===== src/rtl/audio_pkg.sv =====
// Shared types and constants for the audio gain ramp: FSM states, unity gain
// and two's-complement sample limits.
package audio_pkg;

  typedef enum logic [1:0] {
    IDLE = 2'd0,
    MUL  = 2'd1,
    OUT  = 2'd2
  } state_e;

  function automatic logic [31:0] unity_gain(input int frac_w);
    return 32'd1 << frac_w;
  endfunction

  function automatic logic signed [63:0] sample_max(input int data_w);
    return (64'sd1 <<< (data_w - 1)) - 64'sd1;
  endfunction

  function automatic logic signed [63:0] sample_min(input int data_w);
    return -(64'sd1 <<< (data_w - 1));
  endfunction

endpackage


===== src/rtl/gain_sat_mul.sv =====
// Combinational signed-sample x unsigned-gain multiply, floor shift by the gain
// fraction, and saturation to the sample range with a clip flag.
module gain_sat_mul
  import audio_pkg::*;
#(
  parameter int DATA_W = 24,
  parameter int GAIN_W = 8,
  parameter int FRAC_W = 7
) (
  input  logic signed [DATA_W-1:0] sample_i,
  input  logic        [GAIN_W-1:0] gain_i,
  output logic signed [DATA_W-1:0] y_o,
  output logic                     clip_o
);

  localparam int P_W = DATA_W + GAIN_W + 1;
  localparam logic signed [P_W-1:0] Y_MAX = P_W'(sample_max(DATA_W));
  localparam logic signed [P_W-1:0] Y_MIN = P_W'(sample_min(DATA_W));

  logic signed [P_W-1:0] s_ext;
  logic signed [P_W-1:0] g_ext;
  logic signed [P_W-1:0] prod;
  logic signed [P_W-1:0] shifted;

  // Gain is zero-extended so it always acts as a positive multiplier.
  assign s_ext   = {{(P_W-DATA_W){sample_i[DATA_W-1]}}, sample_i};
  assign g_ext   = $signed({{(P_W-GAIN_W){1'b0}}, gain_i});
  assign prod    = s_ext * g_ext;
  assign shifted = prod >>> FRAC_W;

  always_comb begin
    y_o    = shifted[DATA_W-1:0];
    clip_o = 1'b0;
    if (shifted > Y_MAX) begin
      y_o    = Y_MAX[DATA_W-1:0];
      clip_o = 1'b1;
    end else if (shifted < Y_MIN) begin
      y_o    = Y_MIN[DATA_W-1:0];
      clip_o = 1'b1;
    end
  end

endmodule


===== src/rtl/audio_gain_ramp.sv =====
// Multi-channel volume stage: gain ramps toward the dial target once per
// accepted frame, channels are scaled one per cycle through a shared multiplier.
module audio_gain_ramp
  import audio_pkg::*;
#(
  parameter int NUM_CH    = 2,
  parameter int DATA_W    = 24,
  parameter int GAIN_W    = 8,
  parameter int FRAC_W    = 7,
  parameter int STEP      = 4,
  parameter int INIT_GAIN = 128
) (
  input  logic                     CLOCK_50,
  input  logic                     reset,
  input  logic                     in_valid,
  output logic                     in_ready,
  input  logic [NUM_CH*DATA_W-1:0] in_data,
  input  logic [GAIN_W-1:0]        gain_target,
  input  logic                     mute,
  output logic                     out_valid,
  input  logic                     out_ready,
  output logic [NUM_CH*DATA_W-1:0] out_data,
  output logic                     out_clip,
  output logic [GAIN_W-1:0]        gain_cur
);

  localparam int CH_W = (NUM_CH > 1) ? $clog2(NUM_CH) : 1;
  localparam logic [CH_W-1:0]   LAST_CH = CH_W'(NUM_CH - 1);
  localparam logic [GAIN_W-1:0] STEP_G  = GAIN_W'(STEP);
  localparam logic [GAIN_W-1:0] INIT_G  = GAIN_W'(INIT_GAIN);

  state_e                   state_q, state_d;
  logic [CH_W-1:0]          ch_q, ch_d;
  logic [GAIN_W-1:0]        gain_cur_q, gain_cur_d;
  logic [GAIN_W-1:0]        gain_use_q, gain_use_d;
  logic [GAIN_W-1:0]        tgt, gain_step;
  logic [NUM_CH*DATA_W-1:0] frame_q;
  logic [NUM_CH*DATA_W-1:0] out_data_q;
  logic                     clip_q;
  logic                     accept;
  logic signed [DATA_W-1:0] mul_s;
  logic signed [DATA_W-1:0] mul_y;
  logic                     mul_clip;

  assign accept = in_valid && (state_q == IDLE);
  assign tgt    = mute ? '0 : gain_target;

  // Bounded step toward the target; never overshoots it.
  always_comb begin
    gain_step = gain_cur_q;
    if (tgt > gain_cur_q) begin
      gain_step = ((tgt - gain_cur_q) <= STEP_G) ? tgt : gain_cur_q + STEP_G;
    end else if (tgt < gain_cur_q) begin
      gain_step = ((gain_cur_q - tgt) <= STEP_G) ? tgt : gain_cur_q - STEP_G;
    end
  end

  always_comb begin
    state_d    = state_q;
    ch_d       = ch_q;
    gain_cur_d = gain_cur_q;
    gain_use_d = gain_use_q;
    case (state_q)
      IDLE: begin
        if (in_valid) begin
          state_d    = MUL;
          ch_d       = '0;
          gain_use_d = gain_cur_q;
          gain_cur_d = gain_step;
        end
      end
      MUL: begin
        if (ch_q == LAST_CH) state_d = OUT;
        else                 ch_d    = ch_q + CH_W'(1);
      end
      OUT: begin
        if (out_ready) state_d = IDLE;
      end
      default: state_d = IDLE;
    endcase
  end

  always_ff @(posedge CLOCK_50) begin
    if (reset) begin
      state_q    <= IDLE;
      ch_q       <= '0;
      gain_cur_q <= INIT_G;
    end else begin
      state_q    <= state_d;
      ch_q       <= ch_d;
      gain_cur_q <= gain_cur_d;
    end
  end

  // Frame capture: stage boundary into the multiply pass.
  always_ff @(posedge CLOCK_50) begin
    gain_use_q <= gain_use_d;
    if (accept) frame_q <= in_data;
  end

  assign mul_s = frame_q[ch_q*DATA_W +: DATA_W];

  gain_sat_mul #(
    .DATA_W (DATA_W),
    .GAIN_W (GAIN_W),
    .FRAC_W (FRAC_W)
  ) u_mul (
    .sample_i (mul_s),
    .gain_i   (gain_use_q),
    .y_o      (mul_y),
    .clip_o   (mul_clip)
  );

  // Output register: stage boundary, filled one channel per MUL cycle.
  always_ff @(posedge CLOCK_50) begin
    if (reset) begin
      out_data_q <= '0;
      clip_q     <= 1'b0;
    end else if (accept) begin
      clip_q <= 1'b0;
    end else if (state_q == MUL) begin
      out_data_q[ch_q*DATA_W +: DATA_W] <= mul_y;
      clip_q                            <= clip_q | mul_clip;
    end
  end

  assign in_ready  = (state_q == IDLE);
  assign out_valid = (state_q == OUT);
  assign out_data  = out_data_q;
  assign out_clip  = clip_q;
  assign gain_cur  = gain_cur_q;

endmodule

===== config.mk =====
export PLATFORM = sky130hd
export DESIGN_NAME = audio_gain_ramp
export DESIGN_NICKNAME = d
export VERILOG_FILES = /design/src/rtl/audio_pkg.sv /design/src/rtl/gain_sat_mul.sv /design/src/rtl/audio_gain_ramp.sv
export SDC_FILE = /design/constraint.sdc
export NUM_CORES = 1
export LEC_CHECK = 0
export ABC_AREA = 1
export CAP_MARGIN = 0
export CORE_MARGIN = 5
export CORE_UTILIZATION = 54
export CTS_CLUSTER_DIAMETER = 80
export DETAILED_ROUTE_END_ITERATION = 16
export PLACE_DENSITY = 0.9
export RECOVER_POWER = 50
export SLEW_MARGIN = 20
export SYNTH_ARGS = -nofsm -noshare
export SYNTH_HDL_FRONTEND = slang
export SYNTH_HIERARCHICAL = 1
export SYNTH_SLANG_ARGS = --single-unit

===== constraint.sdc =====
create_clock -name CLOCK_50 -period 5.07 [get_ports CLOCK_50]
set_input_delay 1.014 -clock CLOCK_50 [delete_from_list [all_inputs] [get_ports CLOCK_50]]
set_output_delay 1.014 -clock CLOCK_50 [all_outputs]
set_load 0.005 [all_outputs]

==> impl_results.md <==
- Die ar.: 0.0275 sq mm
- Slew Limit Fails: 0
- Placer Congestion: 0.982
- RSZ-0062 raised after global routing: yes
- # setup viols final: 49
- Setup Skew: 10.7 ps
- Clock sink count: 116
- Overall Global Routing Usage: 30.8%
- TritonCTS clock tree: built
- Final instance area: 0.0175 sq mm
- CP Launch Type: flop
- Syn Area/Cell: 7.29 sq um
- Worst reg2reg path startpoint: ch_q$_SDFFE_PP0P_
- H-tree depth: 4
- Vias per cell: 5.73
- Hold Startpoint: out_data[33]$_SDFFE_PP0P_
- Mapped cell area: 0.0131 sq mm
- Max stage delay on crit path: 600 ps
- Worst-path fanout max: 12
- Status: finished with violations
- Drt first pass iters: 6
- DRC viols: 0
- I/O Pins: 120
- CP Buf/Inv Count: 9
- Synth Register Bits: 116
- Setup CP Type: reg2reg
- Effective utilization at floorplan: 54.5%
- Dpl hpwl: 28200 microns
- Post-DP Area: 0.0158 sq mm
- Critical path endpoint category: flop
- Final WS setup: -721 ps
- Relative slew slack: 31.8%
- Hold crit path type: reg2reg
- Min Tclk post-route: 5790 ps
- Port bufs: 119
- First-pass GRT wire length: 69200 microns
- Syn nets: 2094
- Sequential area share after synthesis: 21.9%
- Worst path slowest cell: fa_1
- Largest net degree at the start of global routing: 60
- Via count: 13700
- ANT nets after route: 0
- Synth warnings: 6
- First DRT Iteration DRCs: 1673
- Max Fclk: 0.173 GHz
- Tcrit/Tclk final: 114%
- WP data arrival: 6140 ps
- Num rows: 57
- Crit path from: ch_q$_SDFFE_PP0P_
- Die H: 166 microns
- Initial antenna violation count: 0
- CTS Hold Buffers Added: 0
- WHS: 472 ps
- DR WL/cell: 19.4 microns
- Critical Path RT: 5420 ps
- Clock root cell: clkbuf_16
- Placed cells: 2315
- Nets: 2340
- Total wire length: 46400 microns
- Fin cells: 2385
- CP top delay family: adder cells
- Remaining Overflow, GRT: 0
- Worst-path clk slew: 70 ps
- Mapped Cells: 1802
- CTS Buffer Depth: 2
- TritonCTS Buffers: 17
- Number of global-route vias before repair: 14200
- P&R area growth vs syn: 33.6%
- Worst-skew pair later-pin latency: 430 ps
- Ant diodes: 0
- Synth unique cells: 36
- Failing checks: setup timing
- Fraction of layout cells with a size suffix above 1: 21.2%
- Chip width: 166 microns
- Core area: 0.0241 sq mm
- Final hold vios: 0
- Worst slew pin tran: 1020 ps
- Max-cap viol count: 0
repair_timing:
action,CTS,global route
endpoints found under the setup margin,49,49
gates cloned,5,2
gates resized for setup,161,32
setup buffers,25,6
hold endpoints to repair,0,0
pin swaps,86,21
kinds of logic (layout without fill, tap and decap cells):
| logic type | after synthesis | after routing | share of synthesized area [%] |
|---|---|---|---|
| DFF | 116 | 116 | 21.9 |
| buffers and inverters | 500 | 756 | 14.7 |
| adders and majority gates | 231 | 231 | 30.5 |
| xor gates and xnor gates | 30 | 30 | 2.00 |
| AOI/OAI and AO/OA | 119 | 119 | 5.17 |
| and+or+nand+nor | 806 | 809 | 25.7 |
worst reg2reg max path, delay by kind of cell, from the launching register on:
family	cells	cell delay, ps
AOI/OAI and AO/OA	3	620
adders and majority gates	5	2460
buffers and inverters	9	890
DFF	1	400
and+or+nand+nor	12	1380
path summary, 6_finish.rpt:
path / endpoint / slack (ps) / cells past startpoint
worst max-delay path: out_data[36]$_SDFFE_PP0P_ / -720 / 29
worst min-delay path: out_data[33]$_SDFFE_PP0P_ / 470 / 2
worst max register to register: out_data[36]$_SDFFE_PP0P_ / -720 / 29
worst min register to register: out_data[33]$_SDFFE_PP0P_ / 470 / 2
cell usage in the layout, fill, tap and decap left out, types with 34 or more instances in the layout:
cell type	count
ha_1	58
inv_1	406
nand2_1	510
fa_1	145
dfxtp_1	59
nand2_2	71
clkdlybuf4s50_1	69
nand3_1	104
dlygate4sd3_1	49
edfxtp_1	56
nor2_1	34
a21oi_1	69
buf_4	156
state kept, by name, indices dropped and copies added (netlist names):
register    flops
gain_cur        8
ch_q            1
frame_q        48
out_clip        1
gain_use_q      8
state_q         2
out_data       48
routing by layer:
layer / GRT usage (%) / up-vias / part of all wire (%)
li1: - / 5856 / -
met5: 0 / - / 0
met3: 5.67 / 392 / 8.9
met4: 19.4 / 0 / 8.7
met1: 32.4 / 6438 / 33
met2: 56.5 / 989 / 50
cell type report:
| type | instances | area, sq um |
|---|---|---|
| Clock buffer | 20 | 468 |
| Clock inverter | 12 | 140 |
| Fill cell | 1553 | 6560 |
| Inverter | 429 | 1620 |
| Multi-Input combinational cell | 1189 | 9300 |
| Sequential cell | 116 | 2890 |
| Tap cell | 324 | 405 |
| Timing Repair Buffer | 295 | 2720 |
through the flow:
| step | util, % | setup TNS [ps] | worst slack, ps |
|---|---|---|---|
| after CTS | 71.9 | -3360 | -116 |
| after global placement | 65.4 | -11310 | -252 |
| final | 72.8 | -29870 | -721 |
| after floorplan | - | 0 | 8.04 |
| after global routing | 72.8 | -39420 | -1010 |
| after detailed placement | 65.4 | -17190 | -408 |
cells in the mapped netlist:
cell / number / share of area, %
a21oi_2: 4 / 0.27
nand2_1: 583 / 17
nand3_4: 1 / 0.13
clkbuf_1: 53 / 1.5
a21oi_4: 2 / 0.25
dfxtp_1: 60 / 9.1
o21ai_0: 5 / 0.19
buf_4: 1 / 0.057
fa_1: 149 / 23
o21bai_1: 13 / 0.74
nand3_2: 4 / 0.30
nand4_1: 6 / 0.29
edfxtp_1: 56 / 13
inv_1: 425 / 12
nand2_4: 4 / 0.34
xor2_1: 19 / 1.3
clkinv_1: 1 / 0.029
xnor2_1: 11 / 0.73
nand3b_1: 2 / 0.11
nor3_1: 14 / 0.53
nor2_2: 4 / 0.19
nand3_1: 115 / 4.4
buf_6: 5 / 0.43
nand2_2: 20 / 0.95
a211oi_1: 1 / 0.057
nor3b_1: 1 / 0.057
clkbuf_2: 11 / 0.42
nor2_1: 47 / 1.3
nor2_4: 3 / 0.26
inv_2: 3 / 0.086
o21ai_4: 1 / 0.12
nor4_1: 2 / 0.095
ha_1: 82 / 7.8
buf_1: 1 / 0.029
a21oi_1: 92 / 3.5
o21ai_1: 1 / 0.038
Power is not shown: default switching activity piles up to over one toggle a cycle in this logic, so the estimate is an artifact.
